===== src/rtl/fm_result_arbiter.sv =====
// fm_result_arbiter: buffers per-channel capture results and serialises them round-robin onto one RAM write port
module fm_result_arbiter #(
  parameter int INPUTS_COUNT = 24,
  parameter int CNT_WIDTH    = 30,
  parameter int ADDR_WIDTH   = 5
) (
  input  logic                              clk_i,
  input  logic                              rst_i,
  input  logic [INPUTS_COUNT-1:0]           chan_enable_i,
  input  logic [INPUTS_COUNT-1:0]           cap_valid_i,
  input  logic [INPUTS_COUNT*CNT_WIDTH-1:0] cap_data_i,
  output logic                              wr_valid_o,
  input  logic                              wr_ready_i,
  output logic [ADDR_WIDTH-1:0]             wr_addr_o,
  output logic [CNT_WIDTH-1:0]              wr_data_o,
  output logic [INPUTS_COUNT-1:0]           ovf_o,
  input  logic [INPUTS_COUNT-1:0]           ovf_clr_i,
  output logic                              done_o,
  output logic [ADDR_WIDTH-1:0]             done_chan_o
);
  typedef enum logic {IDLE, OFFER} state_t;
  state_t state, state_n;
  logic [CNT_WIDTH-1:0] hold [INPUTS_COUNT];
  logic [INPUTS_COUNT-1:0] pending, cap, elig, gmask, ovf_set;
  logic [ADDR_WIDTH-1:0] ptr, next_g, base, gsel;
  logic xfer, found, grant;
  always_comb begin
    cap = cap_valid_i & chan_enable_i;
    elig = pending & chan_enable_i;
    xfer = (state == OFFER) && wr_ready_i;
    next_g = (wr_addr_o == ADDR_WIDTH'(INPUTS_COUNT - 1)) ? '0 : wr_addr_o + ADDR_WIDTH'(1);
    base = (state == OFFER) ? next_g : ptr;
    found = 1'b0;
    gsel = '0;
    for (int i = 0; i < INPUTS_COUNT; i++) begin
      if (!found && elig[(int'(base) + i) % INPUTS_COUNT]) begin
        found = 1'b1;
        gsel = ADDR_WIDTH'((int'(base) + i) % INPUTS_COUNT);
      end
    end
    grant = found && ((state == IDLE) || xfer);
    gmask = grant ? (INPUTS_COUNT'(1) << gsel) : '0;
    ovf_set = cap & pending & ~gmask;
    state_n = grant ? OFFER : xfer ? IDLE : state;
  end
  always_ff @(posedge clk_i) begin
    if (rst_i) begin
      state <= IDLE;
      ptr <= '0;
      pending <= '0;
      ovf_o <= '0;
      wr_addr_o <= '0;
      wr_data_o <= '0;
      done_o <= 1'b0;
      done_chan_o <= '0;
    end else begin
      state <= state_n;
      ptr <= xfer ? next_g : ptr;
      pending <= ((pending & ~gmask) | cap) & chan_enable_i;
      ovf_o <= (ovf_o & ~ovf_clr_i) | ovf_set;
      wr_addr_o <= grant ? gsel : wr_addr_o;
      wr_data_o <= grant ? hold[gsel] : wr_data_o;
      done_o <= xfer;
      done_chan_o <= xfer ? wr_addr_o : done_chan_o;
    end
  end
  always_ff @(posedge clk_i) begin
    for (int k = 0; k < INPUTS_COUNT; k++)
      if (cap[k]) hold[k] <= cap_data_i[k*CNT_WIDTH +: CNT_WIDTH];
  end
  assign wr_valid_o = (state == OFFER);
endmodule


===== config.mk =====
export PLATFORM = sky130hd
export DESIGN_NAME = fm_result_arbiter
export DESIGN_NICKNAME = d
export VERILOG_FILES = /design/src/rtl/fm_result_arbiter.sv
export SDC_FILE = /design/constraint.sdc
export NUM_CORES = 1
export LEC_CHECK = 0
export CORE_AREA = 8 8 333 335
export DETAILED_ROUTE_END_ITERATION = 6
export DIE_AREA = 0 0 341 343
export DONT_BUFFER_PORTS = 1
export PLACE_DENSITY_LB_ADDON = 0.05
export SYNTH_ARGS = -nofsm -noshare
export SYNTH_HDL_FRONTEND = slang
export SYNTH_SLANG_ARGS = --single-unit

===== constraint.sdc =====
create_clock -name clk_i -period 12.39 [get_ports clk_i]
set_input_delay 1.239 -clock clk_i [delete_from_list [all_inputs] [get_ports clk_i]]
set_output_delay 1.239 -clock clk_i [all_outputs]
set_load 0.01 [all_outputs]

=== Yosys cells after proc, flatten, opt, wreduce, memory -nomap -nowiden ===
Memories as Yosys holds them, arrays and structs flattened. A register that Yosys moved wholly into a read port is not among the register bits.
Cells that the tools add are included.

* Multiplexer cells: 173
* Eq/ne operators: 1
* Shift-type cells: 1
* Bitwise logic cells: 12
* Div/mod/pow operators: 24
* Magnitude comparators: 24
* Reductions and logical operators: 50
* $add $sub $neg: 24

{| class="wikitable"
|+ Operator list
! cell !! number
|-
| 32-bit by 7-bit less-than comparator with 1-bit output (second input constant) || 24
|-
| 32-bit by 6-bit remainder unit with 32-bit output (second input constant) || 23
|-
| 24-bit AND || 7
|-
| 5-bit two-way mux || 26
|-
| 1-bit two-way mux || 122
|-
| 1-bit binary-select mux with 5-bit select || 24
|-
| 5-bit by 4-bit adder with 6-bit output (second input constant) || 8
|-
| 5-bit by 5-bit adder with 6-bit output (second input constant) || 8
|-
| 24-bit NOT || 2
|-
| 24-bit OR || 2
|-
| 6-bit by 6-bit remainder unit with 32-bit output (second input constant) || 1
|-
| 1-bit logical AND || 25
|-
| 5-bit by 3-bit adder with 6-bit output (second input constant) || 4
|-
| 24-bit two-way mux || 1
|-
| 1-bit by 5-bit << shifter with 24-bit output (first input constant) || 1
|-
| 1-bit logical NOT || 23
|-
| 5-bit by 2-bit adder with 6-bit output (second input constant) || 2
|-
| 5-bit by 1-bit adder with 6-bit output (second input constant) || 1
|-
| 5-bit by 1-bit adder with 5-bit output (second input constant) || 1
|-
| 5-bit == test (second input constant) || 1
|-
| 2-bit nonzero test || 1
|-
| 1-bit logical OR || 1
|-
| 1-bit NOT || 1
|}

* Memories kept: 1
* Output and inout port bits: 66
* Register bits: 65
* Logic and storage cells: 317
* Bits in writable memories: 720

{| class="wikitable"
|+ Memories
! memory !! depth !! width !! read ports !! clocked after Yosys merged registers in !! wr ports !! RTL line !! RTL
|-
| hold || 24 || 30 || 1 || 1 || 24 || 23 || <nowiki>logic [CNT_WIDTH-1:0] hold [INPUTS_COUNT];</nowiki>
|}

=== Logic depth before layout (Yosys ltp) ===
Gate-level depths: netlist of the first run.

* Word-level depth: 83
* Mapped depth: 39

=== Worst setup path before layout of the first run ===
OpenSTA, ideal clock, no wires.

* Path type: register -> register
* Start: reg wr_addr_o[2]
* End: reg wr_data_o[2] (read register of hold)
* Path buffers: 11
* Slack: 4.641 ns
* Library setup time: 0.132 ns
* Cell stages (with the launch flop): 38
* Arrival time: 7.618 ns
* Clock period less this slack: 7.749 ns
* Cell sequence: dfxtp_1 -> buf_2 -> and3_1 -> clkbuf_1 -> mux2_2 -> a21oi_2 -> inv_2 -> buf_4 -> buf_4 -> buf_2 -> ha_1 -> and3_1 -> a221oi_1 -> and3_1 -> clkbuf_1 -> nor3_1 -> ha_1 -> nor2b_1 -> [... 2 more ...] -> nor3b_1 -> or3b_2 -> and3_1 -> clkbuf_1 -> nand2_1 -> a2111oi_0 -> a2111oi_0 -> o221ai_1 -> o2bb2ai_1 -> buf_2 -> buf_2 -> buf_4 -> buf_2 -> mux2i_1 -> mux2i_1 -> mux2_2 -> a32oi_1 -> o21ai_0

* Word-level cells in the longest chain between the ends: 78

{| class="wikitable"
|+ RTL lines
! element !! RTL line !! RTL
|-
| start: declaration || 14 || <nowiki>output logic [ADDR_WIDTH-1:0] wr_addr_o,</nowiki>
|-
| start signal: assignment || 61 || <nowiki>wr_addr_o <= grant ? gsel : wr_addr_o;</nowiki>
|-
| 5-bit by 1-bit adder with 5-bit output / 5-bit == test (equally long branches) || 31 || <nowiki>next_g = (wr_addr_o == ADDR_WIDTH'(INPUTS_COUNT - 1)) ? '0 : wr_addr_o + ADDR_WIDTH'(1);</nowiki>
|-
| 5-bit two-way mux (*) || 31 ||
|-
| 5-bit two-way mux (*) || 32 || <nowiki>base = (state == OFFER) ? next_g : ptr;</nowiki>
|-
| branches (longest 75 deep; another with 32-bit by 6-bit remainder unit with 32-bit output) || - ||
|-
| end: declaration || 15 || <nowiki>output logic [CNT_WIDTH-1:0] wr_data_o,</nowiki>
|}

Mark *: on every way between the ends. The select of a mux whose other input is x is not followed.
A chain may end at the register's enable or synchronous reset.

=== Worst setup path after layout of the first run ===
* Start: reg wr_addr_o[0]
* End: reg wr_data_o[5] (read register of hold)

Same word-level chain as after synthesis.

==> flow_summary.json, run 1 <==
{
  "setup_viol": 0,
  "grt_usage_pct": 31.8,
  "dp_hpwl_mm": 149,
  "finClkSkew_ns": 0.0291,
  "drt-initial-drc-count": 3036,
  "clk_pin_slew_ns": 0.06,
  "synth_edf_count": 720,
  "final_common_cell": "edfxtp_1",
  "async_flop_share_pct": 0,
  "syn_to_final_growth_pct": 12.8,
  "grt_max_degree": 115,
  "synthTopCellsByArea": "edfxtp_1 55%, mux2i_1 6.7%, dfxtp_1 4.8%",
  "ctsHtreeMaxLevel": 3,
  "fin_setup_tns_ns": 0,
  "drc": 0,
  "routedWlPerCell_um": 41.3,
  "dieArea_um2": 117000,
  "numClockSinks": 815,
  "status": "finished, final reports clean",
  "io_pins": 861,
  "path_buf_inv": 5,
  "stdcell_count": 4723,
  "synth_cell_type_count": 97,
  "rows": 120,
  "synthMuxAreaShare_pct": 10.6,
  "synth_top_cell_area_share_pct": 55.0,
  "period_needed_ns": 11.00,
  "drv_slew": 0,
  "synth_seq_cells": 815,
  "cts-root-buf": "clkbuf_16",
  "cts_made_buffers": 90,
  "synth_area_um2": 39300,
  "mostFrequentLayoutCells": "720 x edfxtp_1, 286 x nand2_1, 263 x mux2i_1",
  "cp.arrival_ns": 11.61,
  "dp_slack_ns": 1.73,
  "min_period_over_period_pct": 88.8,
  "seq_area_frac_synth_pct": 59.8,
  "required_ns": 13.00,
  "fmax_ghz": 0.0909,
  "synth_fp_nets": 3984,
  "hold_path_class": "reg2reg",
  "ctsHoldBuffers": 0,
  "start_kind": "flop",
  "post-cts-setup-buffers": 0,
  "synth_xor_area_share_pct": 0.353,
  "ys_warn_count": 0,
  "dp.cells": 4465,
  "cpMaxStageDelayCell": "a221oi_1",
  "firstDrtPassIters": 6,
  "worstPathMaxFanout": 38,
  "grt_pass1_wl_mm": 258,
  "port_buffers": 0,
  "hold_violations": 0,
  "clockBufferDepth": 3,
  "synthCells": 3146,
  "critical-path-top-delay-family": "compound AO/OA/AOI/OAI gates",
  "coreArea_um2": 106000,
  "fp.dieW_um": 341,
  "wirelength_mm": 195,
  "synth_compound_area_share_pct": 14.6,
  "antenna_found_initial": 162,
  "grt_pass1_vias": 28373,
  "die_y_um": 343,
  "worstSetupEndpointType": "flop",
  "cap_violations": 0,
  "vias_per_cell": 6.26,
  "relSlewSlack_pct": 18.7,
  "nets": 3992,
  "rsz0062_at_grt": "no",
  "worstSkewPairLatency_ns": 0.68,
  "synth-adder-area-share_pct": 1.37,
  "setup_ws_ns": 1.39,
  "path_common_cell": "a221oi_1",
  "ant_nets": 0,
  "synth_simple_gate_area_share_pct": 10.2,
  "gp_congestion": 0.935,
  "cts_tree": "yes",
  "drive_gt1_share_pct": 13.5,
  "syn_area_per_cell_um2": 12.5,
  "synth_ff_type": "edfxtp_1",
  "yosysTopAreaCell": "edfxtp_1",
  "via_count": 29551,
  "cts_resized": 0,
  "grt-ovfl-total": 0,
  "crit_type": "reg2reg",
  "max_stage_delay_ns": 1.03,
  "initial_utilization_pct": 37.2,
  "synth_top_family_by_area": "compound AO/OA/AOI/OAI gates",
  "worst_pin_slew_ns": 1.22
}
-- logic make-up (layout without fill, tap and decap cells) --
logic type / Yosys count / in the layout
other cells: 0 / 97
fa+ha+maj: 43 / 43
flops: 815 / 815
compound gates: 813 / 813
xor+xnor: 15 / 15
simple gates: 814 / 814
buf+inv: 267 / 344
mux: 379 / 379
-- cell usage after synthesis (15+ instances only) --
| cell | count |
|---|---|
| and2_1 | 36 |
| nand2_1 | 287 |
| mux2_2 | 93 |
| a221o_1 | 43 |
| buf_2 | 68 |
| o221ai_1 | 18 |
| a211oi_1 | 25 |
| edfxtp_1 | 720 |
| nand3_1 | 97 |
| dfxtp_1 | 95 |
| nor2b_1 | 33 |
| nor2_1 | 135 |
| o211ai_1 | 42 |
| a221oi_1 | 69 |
| and3_1 | 21 |
| a31oi_1 | 41 |
| clkbuf_1 | 84 |
| inv_1 | 77 |
| mux4_2 | 22 |
| nor3_1 | 46 |
| nand2b_1 | 42 |
| or2_2 | 15 |
| o2111ai_1 | 21 |
| or3_1 | 15 |
| a211o_1 | 16 |
| nand4_1 | 27 |
| o311ai_0 | 15 |
| o2bb2ai_1 | 15 |
| o22ai_1 | 18 |
| o21ai_0 | 136 |
| a21o_1 | 16 |
| buf_4 | 17 |
| a21oi_1 | 168 |
| ha_1 | 43 |
| a22oi_1 | 17 |
| o21a_1 | 32 |
| mux2i_1 | 263 |
-- metrics by stage --
stage          instance area [um^2]  hold WS [ns]  utilization [%]
2_1_floorplan                 39300         0.454                -
3_3_place_gp                  41200         0.495             38.9
3_5_place_dp                  41200         0.496             38.9
4_1_cts                       44100         0.504             41.7
5_1_grt                       44200         0.551             41.8
6_report                      44400         0.502             41.9
-- sequential cells by signal, indices dropped and copies added (netlist names) --
register and cells:
pending 24, wr_valid_o 1, ptr 5, done_chan_o 5, done_o 1, wr_data_o 30
wr_addr_o 5, hold 720, ovf_o 24
-- final cells by class --
| cell class | instances | area, um^2 |
|---|---|---|
| diodes | 97 | 243 |
| repair buffers | 100 | 863 |
| clock buffers | 116 | 2480 |
| clock inverters | 45 | 437 |
| flip-flops and latches | 815 | 23500 |
| inverters | 83 | 314 |
| well taps | 1403 | 1760 |
| multi-input cells | 2064 | 14800 |
| fillers | 9877 | 61500 |
-- worst register-to-register path, delay by kind of cell (launching register included) --
kind	cells	cell delay, ns
compound gates	13	5.18
fa+ha+maj	3	1.02
buf+inv	5	1.44
flops	1	0.59
mux	1	0.42
simple gates	9	2.29
-- routing by layer --
metal  up-vias  global-route usage (%)  wire length [um]
met2      1596                    54.4             95300
met1     15029                    39.1             76200
li1      12473                       -                 -
met3       371                    9.32             17100
met4        82                    8.92              5840
met5         -                       0               522
-- path summary, 6_finish.rpt --
| kind | start | end | slack [ns] | depth (start not counted) |
|---|---|---|---|---|
| worst max-delay path | wr_addr_o[0]$_SDFFE_PP0P_ | wr_data_o[5]$_SDFFE_PP0P_ | 1.39 | 31 |
| worst min-delay path | ptr[2]$_SDFFE_PP0P_ | ptr[2]$_SDFFE_PP0P_ | 0.50 | 2 |
| worst max register to register | wr_addr_o[0]$_SDFFE_PP0P_ | wr_data_o[5]$_SDFFE_PP0P_ | 1.39 | 31 |
| worst min register to register | ptr[2]$_SDFFE_PP0P_ | ptr[2]$_SDFFE_PP0P_ | 0.50 | 2 |
Power of run 1 is left out: the tool's default activity adds up to more than one toggle a clock period on the data nets, which glitch-free logic cannot reach.
==> run 2, diff against run 1 <==
--- a/config.mk
+++ b/config.mk
@@ -5,11 +5,13 @@
 export SDC_FILE = /design/constraint.sdc
 export NUM_CORES = 1
 export LEC_CHECK = 0
-export CORE_AREA = 8 8 333 335
+export ABC_AREA = 1
+export CORE_AREA = 8 8 331 333
 export DETAILED_ROUTE_END_ITERATION = 6
-export DIE_AREA = 0 0 341 343
+export DIE_AREA = 0 0 339 341
 export DONT_BUFFER_PORTS = 1
 export PLACE_DENSITY_LB_ADDON = 0.05
+export RECOVER_POWER = 100
 export SYNTH_ARGS = -nofsm -noshare
 export SYNTH_HDL_FRONTEND = slang
 export SYNTH_SLANG_ARGS = --single-unit
==> flow_summary.json, run 2 <==
{
  "drc": 0,
  "grt_pass1_vias": 30321,
  "worstPathMaxFanout": 89,
  "post-cts-setup-buffers": 0,
  "fmax_ghz": 0.0955,
  "die_y_um": 341,
  "cts_resized": 0,
  "rr_startpoint": "wr_addr_o[0]$_SDFFE_PP0P_",
  "fillers": 10648,
  "worstHoldEndpoint": "ptr[0]$_SDFFE_PP0P_",
  "synth_area_um2": 39500,
  "rows": 119,
  "min_period_over_period_pct": 84.6,
  "final_common_cell": "nand2_1",
  "synth_edf_count": 720,
  "dpl_cell_area_um2": 40600,
  "initial_utilization_pct": 37.9,
  "clk_pin_slew_ns": 0.05,
  "coreArea_um2": 104000,
  "period_needed_ns": 10.48,
  "setup_ws_ns": 1.91,
  "synth_cell_type_count": 57,
  "synth_seq_cells": 815,
  "worstSetupEndpointType": "flop",
  "cts_tree": "yes",
  "cts-root-buf": "clkbuf_16",
  "cp_num_cells": 40,
  "synthTopCellsByArea": "edfxtp_1 55%, nand2_1 17%, nand3_1 9.5%",
  "cp.arrival_ns": 11.05,
  "synth_fp_nets": 5217,
  "numClockSinks": 815,
  "ctsHoldBuffers": 0,
  "rsz0062_at_grt": "no",
  "worstSkewPairLatency_ns": 0.69,
  "synth_ff_type": "edfxtp_1",
  "ctsHtreeMaxLevel": 3,
  "reg2reg_depth": 40,
  "grt_usage_pct": 29.4,
  "design_area_um2": 43700,
  "synth_common_cells": "1763 x nand2_1, 748 x nand3_1, 720 x edfxtp_1",
  "firstDrtPassIters": 5,
  "cap_violations": 25,
  "violations": "max-capacitance violations, max-slew violations",
  "path_buf_inv": 5,
  "via_count": 32051,
  "setup_viol": 0,
  "drt-initial-drc-count": 3285,
  "max_stage_delay_ns": 0.70,
  "yosysMostFrequentCell": "nand2_1",
  "r2r-end": "ovf_o[1]$_SDFF_PP0_",
  "holdPathStages": 2,
  "seq_area_frac_synth_pct": 59.5,
  "hold_path_class": "reg2reg",
  "cts_made_buffers": 94,
  "async_flop_share_pct": 0,
  "clockBufferDepth": 3,
  "start_kind": "flop",
  "mostFrequentLayoutCells": "1766 x nand2_1, 747 x nand3_1, 720 x edfxtp_1",
  "cpMaxStageDelayCell": "clkinv_2",
  "drv_slew": 778,
  "syn_to_final_growth_pct": 10.6,
  "largest_reg_flops": 720,
  "required_ns": 12.96,
  "grt_pass1_wl_mm": 242,
  "synthCells": 4379,
  "yosysTopAreaCell": "edfxtp_1",
  "reg_top3": "hold: 720 flops, wr_data_o: 30 flops",
  "nets": 5136,
  "grt_max_degree": 150,
  "dp_slack_ns": 2.81,
  "relSlewSlack_pct": -94.2,
  "synth_top_cell_area_share_pct": 54.7,
  "hold_start": "ptr[0]$_SDFFE_PP0P_",
  "io_pins": 861,
  "ant_nets": 0,
  "vias_per_cell": 5.47,
  "dp_hpwl_mm": 131,
  "gp_congestion": 0.926,
  "dieArea_um2": 116000,
  "crit_type": "reg2reg",
  "finClkSkew_ns": 0.0269,
  "hold_violations": 0,
  "ys_warn_count": 0,
  "worst_pin_slew_ns": 2.91,
  "drive_gt1_share_pct": 5.64,
  "syn_area_per_cell_um2": 9.03,
  "fp.dieW_um": 339,
  "critical-path-top-delay-family": "simple AND/OR/NAND/NOR gates",
  "reg2reg_setup_slack_ns": 1.91,
  "grt-ovfl-total": 0,
  "status": "complete, but fails checks",
  "regMostFlops": "hold",
  "port_buffers": 0,
  "wirelength_mm": 179,
  "routedWlPerCell_um": 30.6,
  "fin_setup_tns_ns": 0,
  "antenna_found_initial": 170
}
==> run 2: per-layer routing <==
layer	vias up	GRT usage [%]	wire, um
met5	-	0	506
met4	84	10.5	5690
met3	365	9.29	16500
met2	1491	48.5	86100
met1	15509	36.4	70300
li1	14602	-	-
==> run 2: how the worst max path moves through the flow <==
stage                                          from                   to  slack [ns]
after detailed placement  wr_addr_o[0]$_SDFFE_PP0P_  ovf_o[0]$_SDFF_PP0_        2.81
after global routing      wr_addr_o[0]$_SDFFE_PP0P_  ovf_o[1]$_SDFF_PP0_        1.10
after global placement      wr_valid_o$_SDFFE_PP0P_  ovf_o[0]$_SDFF_PP0_        2.84
final                     wr_addr_o[0]$_SDFFE_PP0P_  ovf_o[1]$_SDFF_PP0_        1.91
after CTS                 wr_addr_o[0]$_SDFFE_PP0P_  ovf_o[0]$_SDFF_PP0_        2.77
after floorplan           wr_addr_o[0]$_SDFFE_PP0P_  ovf_o[1]$_SDFF_PP0_        6.36
==> run 2: worst reg2reg max path: cells and delay by family (launching register included) <==
kind	cells	cell delay [ns]
flip-flops	1	0.57
adder cells (fa/ha/maj)	3	1.08
AO/OA/AOI/OAI	2	0.23
AND/OR/NAND/NOR	30	6.88
buffers and inverters	5	1.58
==> run 2: kinds of logic after synthesis <==
logic type	Yosys count	synth area share [%]
simple gates	2707	28.9
mux	2	0.0507
flops	815	59.5
fa+ha+maj	43	1.36
compound gates	272	3.81
xor+xnor	18	0.484
buf+inv	522	5.83
==> run 2: final cells by class <==
| class | count | area [um^2] | share of cell area (%) |
|---|---|---|---|
| Sequential cell | 815 | 23500 | 53.8 |
| Multi-Input combinational cell | 3042 | 13700 | 31.3 |
| Clock buffer | 118 | 2550 | 5.83 |
| Tap cell | 1391 | 1740 | 3.98 |
| Inverter | 294 | 1100 | 2.53 |
| Clock inverter | 57 | 527 | 1.21 |
| Timing Repair Buffer | 51 | 349 | 0.799 |
| Antenna cell | 88 | 220 | 0.504 |
==> run 2: through the flow <==
step                      std cells  utilization, %  hold WS [ns]
after floorplan                4379               -         0.450
after global placement         5593            38.9         0.467
after detailed placement       5593            38.9         0.466
after CTS                      5768            41.8         0.475
after global routing           5820            41.8         0.495
final                          5856            41.9         0.478
Power of run 2 is left out for the same reason.
